===== src/rtl/pc_fetch_unit.sv =====
// -----------------------------------------------------------------------------
// pc_fetch_unit
//
// Program-counter fetch stage. It holds the current PC and picks the next PC
// from jump-register, jump, taken-branch or sequential flow, in that order of
// priority. A candidate PC that is misaligned, or that lies outside the program
// memory window [RESET_PC, RESET_PC + 4*MEMORY_DEPTH), is refused. The PC then
// holds and the unit parks in FAULT until restart_i or reset. Each accepted PC
// update increments a free-running retired counter.
//
// Ports
//   clk              : clock; all state updates on the rising edge
//   reset            : asynchronous, active-low reset
//   enable_i         : 1 = advance the PC this cycle, 0 = stall
//   branch_taken_i   : conditional branch resolved as taken
//   branch_offset_i  : signed 16-bit word offset of the branch
//   jump_i           : J/JAL
//   jump_index_i     : 26-bit J-type target index
//   jump_reg_i       : JR
//   jump_reg_addr_i  : JR target register value
//   restart_i        : synchronous return to RESET_PC; clears a fault
//   pc_o             : current PC (program-memory address)
//   pc_plus4_o       : pc_o + 4 (JAL link value)
//   fault_o          : high while parked in FAULT
//   fault_code_o     : 00 none, 01 misaligned, 10 out of range
//   retired_count_o  : number of accepted PC updates (wraps)
// -----------------------------------------------------------------------------
module pc_fetch_unit #(
  parameter int                    DATA_WIDTH   = 32,
  parameter logic [DATA_WIDTH-1:0] RESET_PC     = 32'h0040_0000,
  parameter int                    MEMORY_DEPTH = 32
) (
  input  logic                  clk,
  input  logic                  reset,
  input  logic                  enable_i,
  input  logic                  branch_taken_i,
  input  logic [15:0]           branch_offset_i,
  input  logic                  jump_i,
  input  logic [25:0]           jump_index_i,
  input  logic                  jump_reg_i,
  input  logic [DATA_WIDTH-1:0] jump_reg_addr_i,
  input  logic                  restart_i,
  output logic [DATA_WIDTH-1:0] pc_o,
  output logic [DATA_WIDTH-1:0] pc_plus4_o,
  output logic                  fault_o,
  output logic [1:0]            fault_code_o,
  output logic [31:0]           retired_count_o
);

  typedef enum logic {
    ST_RUN   = 1'b0,
    ST_FAULT = 1'b1
  } state_e;

  typedef enum logic [1:0] {
    FC_NONE       = 2'b00,
    FC_MISALIGNED = 2'b01,
    FC_RANGE      = 2'b10
  } fault_code_e;

  // Window bounds carry one extra bit so RESET_PC + 4*MEMORY_DEPTH cannot wrap.
  localparam logic [DATA_WIDTH:0] PC_LO = {1'b0, RESET_PC};
  localparam logic [DATA_WIDTH:0] PC_HI = PC_LO + (DATA_WIDTH+1)'(4 * MEMORY_DEPTH);

  state_e                state_q, state_d;
  fault_code_e           fault_code_q, fault_code_d;
  logic [DATA_WIDTH-1:0] pc_q, pc_d;
  logic [31:0]           retired_q, retired_d;

  logic [DATA_WIDTH-1:0] pc_plus4;
  logic [DATA_WIDTH-1:0] branch_offset_ext;
  logic [DATA_WIDTH-1:0] branch_target;
  logic [DATA_WIDTH-1:0] jump_target;
  logic [DATA_WIDTH-1:0] candidate;
  logic                  cand_misaligned;
  logic                  cand_in_range;

  // Target arithmetic wraps modulo 2^DATA_WIDTH by truncation.
  assign pc_plus4          = pc_q + DATA_WIDTH'(4);
  assign branch_offset_ext = {{(DATA_WIDTH-16){branch_offset_i[15]}}, branch_offset_i};
  assign branch_target     = pc_plus4 + (branch_offset_ext << 2);
  assign jump_target       = {pc_plus4[DATA_WIDTH-1:28], jump_index_i, 2'b00};

  always_comb begin
    // NOTE: every signal written here gets a default first, so no path through
    // the block leaves it unassigned and no latch is inferred.
    candidate = pc_plus4;
    if (jump_reg_i) begin
      candidate = jump_reg_addr_i;
    end else if (jump_i) begin
      candidate = jump_target;
    end else if (branch_taken_i) begin
      candidate = branch_target;
    end
  end

  assign cand_misaligned = (candidate[1:0] != 2'b00);
  assign cand_in_range   = ({1'b0, candidate} >= PC_LO) && ({1'b0, candidate} < PC_HI);

  // Next-state logic. restart_i outranks everything; in RUN a stall holds the
  // state, and a refused candidate parks the unit in FAULT with the PC held.
  always_comb begin
    state_d      = state_q;
    fault_code_d = fault_code_q;
    pc_d         = pc_q;
    retired_d    = retired_q;

    if (restart_i) begin
      state_d      = ST_RUN;
      fault_code_d = FC_NONE;
      pc_d         = RESET_PC;
    end else begin
      unique case (state_q)
        ST_RUN: begin
          if (enable_i) begin
            // Misalignment is reported in preference to out-of-range.
            if (cand_misaligned) begin
              state_d      = ST_FAULT;
              fault_code_d = FC_MISALIGNED;
            end else if (!cand_in_range) begin
              state_d      = ST_FAULT;
              fault_code_d = FC_RANGE;
            end else begin
              pc_d      = candidate;
              retired_d = retired_q + 32'd1;
            end
          end
        end
        ST_FAULT: begin
          // Hold everything until restart_i or reset.
        end
        default: begin
          state_d = ST_RUN;
        end
      endcase
    end
  end

  // NOTE: state registers use non-blocking assignments so every flop samples
  // the pre-edge value of every other flop, independent of block ordering.
  always_ff @(posedge clk or negedge reset) begin
    if (!reset) begin
      state_q      <= ST_RUN;
      fault_code_q <= FC_NONE;
      pc_q         <= RESET_PC;
      retired_q    <= 32'd0;
    end else begin
      state_q      <= state_d;
      fault_code_q <= fault_code_d;
      pc_q         <= pc_d;
      retired_q    <= retired_d;
    end
  end

  assign pc_o            = pc_q;
  assign pc_plus4_o      = pc_plus4;
  assign fault_o         = (state_q == ST_FAULT);
  assign fault_code_o    = fault_code_q;
  assign retired_count_o = retired_q;

endmodule


===== config.mk =====
export PLATFORM = sky130hd
export DESIGN_NAME = pc_fetch_unit
export DESIGN_NICKNAME = d
export VERILOG_FILES = /design/src/rtl/pc_fetch_unit.sv
export SDC_FILE = /design/constraint.sdc
export NUM_CORES = 1
export LEC_CHECK = 0
export ABC_CLOCK_PERIOD_IN_PS = 13300
export CORE_MARGIN = 4
export CORE_UTILIZATION = 30
export DETAILED_ROUTE_END_ITERATION = 8
export GPL_ROUTABILITY_DRIVEN = 0
export PLACE_DENSITY = 0.52
export REMOVE_ABC_BUFFERS = 1
export SLEW_MARGIN = 20
export SYNTH_ARGS = -nofsm -noshare
export SYNTH_HDL_FRONTEND = slang
export SYNTH_SLANG_ARGS = --single-unit

===== constraint.sdc =====
create_clock -name clk -period 13.3 [get_ports clk]
set_clock_uncertainty 0.2 [all_clocks]
set_input_delay 2.66 -clock clk [delete_from_list [all_inputs] [get_ports clk]]
set_output_delay 2.66 -clock clk [all_outputs]
set_load 0.01 [all_outputs]

**Word level (Yosys, flattened, before mapping)**

Index checks and enable logic that the tools add are counted.

- Register bits: 67
- Input port bits: 81
- Output and inout port bits: 99

- Add/subtract/negate cells: 3
- Magnitude comparators: 2
- Equality and inequality tests: 3
- Multiplexer cells: 18
- Bitwise gates (word level): 3
- Reduce and logical (&&, ||, !) cells: 7

Operator list:

| kind | number |
|---|---|
| $mux 32 | 8 |
| $add 32x1->32 const B | 1 |
| $add 32x3->32 const B | 1 |
| $add 32x32->32 | 1 |
| $ge 32x23->1 const B | 1 |
| $lt 32x23->1 const B | 1 |
| $mux 2 | 5 |
| $reduce_bool 2->1 | 3 |
| $mux 1 | 5 |
| $reduce_and 5->1 | 1 |
| $ne 2x2->1 const B | 2 |
| $reduce_and 4->1 | 1 |
| $ne 3x3->1 const B | 1 |
| $not 1->1 | 3 |
| $reduce_and 3->1 | 1 |
| $logic_and 1x1->1 | 1 |

**Logic depth before layout (Yosys ltp)**

- Depth after elaboration: 12
- Depth in mapped cells: 20
- Mapped depth without buffers: 16

**Least setup slack after synthesis**

No wires, ideal clock.

- Path kind: input port to flip-flop
- Start point: in branch_offset_i[0]
- End point: reg retired_q[1], in the netlist retired_count_o[1]
- Library setup time: 0.125 ns
- Arrival time: 6.036 ns
- Data required time: 12.975 ns
- Path slack: 6.939 ns
- Stages on the path: 13
- Path through: ha_1 > inv_1 > fa_1 > and2b_1 > o2111ai_2 > a211o_1 > and3_1 > a2111oi_0 > o22ai_1 > or4_4 > or2_4 > nor4_1 > mux2_2

- Cells in the longest elaborated chain, start to end: 7

Ends and longest elaborated chain:

| element | RTL line | RTL |
|---|---|---|
| start, declared | 37 | `input logic [15:0] branch_offset_i,` |
| $add 32x32->32 * | 81 | `assign branch_target = pc_plus4 + (branch_offset_ext << 2);` |
| $mux 32 * | 92 | `end else if (branch_taken_i) begin` |
| $mux 32 * | 90 | `end else if (jump_i) begin` |
| $mux 32 * | 88 | `if (jump_reg_i) begin` |
| $ge 32x23->1 / $lt 32x23->1 (equally long branches) | 98 | `assign cand_in_range = ({1'b0, candidate} >= PC_LO) && ({1'b0, candidate} < PC_HI);` |
| $logic_and 1x1->1 * | 98 |  |
| $reduce_and 5->1 (no source line) * | - |  |
| end signal, assigned | 151 | `retired_q <= retired_d;` |
| end, declared | 68 | `logic [31:0] retired_q, retired_d;` |

Every way passes the cells marked *; elsewhere a longest branch is shown, timed or not.
A chain may end at the register's enable or synchronous reset.

**Worst setup path in the final report**

Ends and elaborated chain as after synthesis.

==> impl_metrics.py <==
metrics = {
    "die": {
        "ios": 180,
        "core_area_mm2": 0.0205,
        "initial_utilization_pct": 31.0,
        "dieWidth_um": 153,
        "num_rows": 52,
        "die_area_mm2": 0.0235,
        "dieHeight_um": 153,
    },
    "pwr": {
        "p_sw_uw": 137,
        "pwr-share-clk_pct": 46.4,
        "combinationalPowerShare_pct": 16.8,
        "irDropWorstVdd_v": 0.0000727,
        "swShare_pct": 24.5,
        "finalPower_uw": 558,
        "intPower_uw": 421,
        "powerDensity_mw_per_mm2": 64.4,
        "p_leak_nw": 3.62,
        "pwr-share-seq_pct": 36.7,
    },
    "global_routing": {
        "grt_overflow": 0,
        "track_usage_pct": 20.2,
        "grt_pass1_wl_um": 38300,
        "antenna_found_initial": 0,
        "grt_pass1_vias": 6598,
        "grt_max_degree": 68,
    },
    "route": {
        "ant_nets": 0,
        "drtPass1Iterations": 5,
        "wire_per_inst_um": 20.4,
        "post-route-drc-count": 0,
        "vias_per_cell": 5.55,
        "drt-initial-drc-count": 493,
        "dr_total_vias": 6705,
        "routed_wirelength_um": 24700,
    },
    "finish": {
        "utilization_pct": 42.3,
        "num-nets-final": 1050,
        "layout-drive-gt1-share_pct": 6.61,
        "fillers": 2080,
        "n_antenna_cell": 0,
        "syn2layout_area_growth_pct": 36.6,
    },
    "setup_path": {
        "cp-start-kind": "input pin",
        "cp_slowest_cell": "a2111oi_0",
        "crit_buf_inv": 2,
        "critPathCaptureType": "flop",
        "cp.arrival_ns": 7.39,
        "critical_path_class": "in -> reg",
        "path_cells": "clkdlybuf4s50_1 -> ha_1 -> inv_1 -> fa_1 -> and2b_1 -> o2111ai_2 -> a211o_1 -> and3_1 -> a2111oi_0 -> o22ai_1 -> or4_4 -> or2_4 -> nor4_1 -> mux2_2",
        "cp_top_family": "simple AND/OR/NAND/NOR gates",
        "worst_path_largest_cell_delay_ns": 0.56,
        "cp_data_required_time_ns": 13.31,
        "cp_max_fo": 31,
    },
    "logic_synthesis": {
        "avgSynthCellArea_um2": 8.22,
        "ys.flop_type": "dfrtp_1",
        "netlist_area_mm2": 0.00635,
        "yosysWarnings": 0,
        "synth-edff-count": 0,
        "synth-seq-cells": 67,
        "synth_area_leaders": "dfrtp_1 (26%), ha_1 (6.9%), xor2_1 (6.2%)",
        "yosys.area.top_type": "dfrtp_1",
        "ys_seq_area_share_pct": 26.4,
        "yosysUniqueCellTypes": 81,
        "synth_top_family_by_area": "simple AND/OR/NAND/NOR gates",
        "muxShareOfSynthArea_pct": 1.32,
        "syn_inst": 772,
        "synth_compound_area_share_pct": 21.1,
        "yosys.area_share.simple_pct": 29.6,
        "synth-xor-area-share_pct": 9.66,
        "synth.top_cell.area_share_pct": 26.0,
        "synth_async_sr_flop_share_pct": 100,
        "yosys.area_share.adder_pct": 7.22,
    },
    "sta": {
        "fin_crit_sh_pct": 55.5,
        "drv_slew": 0,
        "relSlewSlack_pct": 35.8,
        "tns_ns": 0,
        "max_freq_mhz": 136,
        "setup_viol": 0,
        "rsz0062_at_grt": "false",
        "hold_viol_final": 0,
        "holdWs_ns": 0.265,
        "period_minus_slack_ns": 7.38,
        "worst_pin_slew_ns": 0.962,
    },
    "clock_tree": {
        "cts_sinks": 67,
        "path_clk_slew_ns": 0.05,
        "cts_root_buffer": "clkbuf_16",
        "postCtsSetupRepairBufs": 0,
        "clk_path_buf_depth": 2,
        "cts_buffers": 9,
        "cts_hold_buf": 0,
        "htreeDepth": 3,
        "clk_latency_ns": 0.33,
        "cts-resized-gates": 0,
        "cts_tree": "built",
    },
    "placement": {
        "dp_hpwl_um": 19300,
        "port_buffers": 179,
    },
    "outcome": {
        "status": "completed",
    },
    "hold_path": {
        "hold_path.class": "reg -> reg",
    },
    "flow_run": {
        "drv_cap": 0,
    },
}
layout make-up:
type / instances / area, µm² / area share [%]
clock buffers: 12 / 256 / 2.96
inverters: 28 / 105 / 1.21
clock inverters: 4 / 72.6 / 0.837
multi-input cells: 641 / 4380 / 50.5
flip-flops and latches: 67 / 1680 / 19.4
repair buffers: 186 / 1840 / 21.2
well taps: 270 / 338 / 3.90
through the flow:
stage          worst slack, ns  area [µm²]  std cells
5_1_grt                   5.69        8670       1208
3_5_place_dp              5.66        8340       1192
2_1_floorplan             5.36        6160        736
3_3_place_gp              5.67        8340       1192
4_1_cts                   5.99        8670       1208
6_report                  5.92        8670       1208
state kept, by name (all words and copies together) (netlist names):
signal and count:
fault_o 1, retired_count_o 32, pc_o 32, fault_code_o 2
layout by cell type (no fill, tap or decap), types with 26 or more instances in the layout:
| cell type | synthesis | layout |
|---|---|---|
| nor2_1 | 55 | 55 |
| xor2_1 | 45 | 45 |
| clkdlybuf4s50_1 | 0 | 178 |
| a21oi_1 | 56 | 56 |
| dfrtp_1 | 66 | 66 |
| inv_1 | 27 | 27 |
| ha_1 | 35 | 35 |
| o21ai_0 | 32 | 32 |
| nand2_1 | 78 | 78 |
| nand3_1 | 26 | 26 |
kinds of logic after synthesis:
group                    count (synthesis)
AO/OA/AOI/OAI                          199
XOR/XNOR                                70
adder cells (fa/ha/maj)                 36
buffers and inverters                   64
flip-flops                              67
multiplexers                             8
AND/OR/NAND/NOR                        328
power by group through the flow:
stage	combinational (mW)	sequential (mW)	clock [mW]
after detailed placement	0.0930	0.209	0
after floorplan	0.0408	0.209	0
after global placement	0.0937	0.209	0
after global routing	0.102	0.205	0.273
final	0.0940	0.205	0.259
after CTS	0.0938	0.205	0.267
Yosys cell counts, drive strengths merged, types with 13 or more instances:
| library cell | count |
|---|---|
| dfrtp | 66 |
| buf | 16 |
| nand4 | 26 |
| inv | 27 |
| a211oi | 13 |
| nor3 | 24 |
| nor4 | 32 |
| nor3b | 25 |
| o21ai | 34 |
| nor2 | 55 |
| ha | 35 |
| nand2 | 79 |
| xnor2 | 25 |
| and3 | 13 |
| xor2 | 45 |
| nand3 | 26 |
| a21oi | 57 |
| clkbuf | 20 |
final timing paths:
check	start	endpoint	slack, ns	cells past startpoint
min in group asynchronous	reset	retired_count_o[28]	2.31	2
max in group asynchronous	reset	fault_code_o[1]	10.01	2
min	retired_count_o[31]	retired_count_o[31]	0.26	1
max	branch_offset_i[0]	retired_count_o[1]	5.92	14
max reg2reg	pc_o[2]	retired_count_o[1]	7.33	14
min reg2reg	retired_count_o[31]	retired_count_o[31]	0.26	1
metal layers:
layer / vias up / global-route usage [%] / share of wire, %
met2: 280 / 32.3 / 45
met1: 3172 / 27.3 / 44
met3: 38 / 4.95 / 8.0
met4: 0 / 5.76 / 2.6
met5: - / 0 / 0
li1: 3215 / - / -
worst register-to-register path: stages, from the launching register on:
cell	delay, ns
dfrtp_1	0.46
nand3_1	0.30
or2_2	0.43
xnor2_1	0.46
ha_1	0.41
a21oi_1	0.22
o21ai_1	0.17
a31oi_1	0.43
a21oi_1	0.12
a2111oi_0	0.64
o22ai_1	0.16
or4_4	0.54
or2_4	0.42
nor4_1	0.49
mux2_2	0.38
No activity file was read; power rests on OpenSTA's default activity.
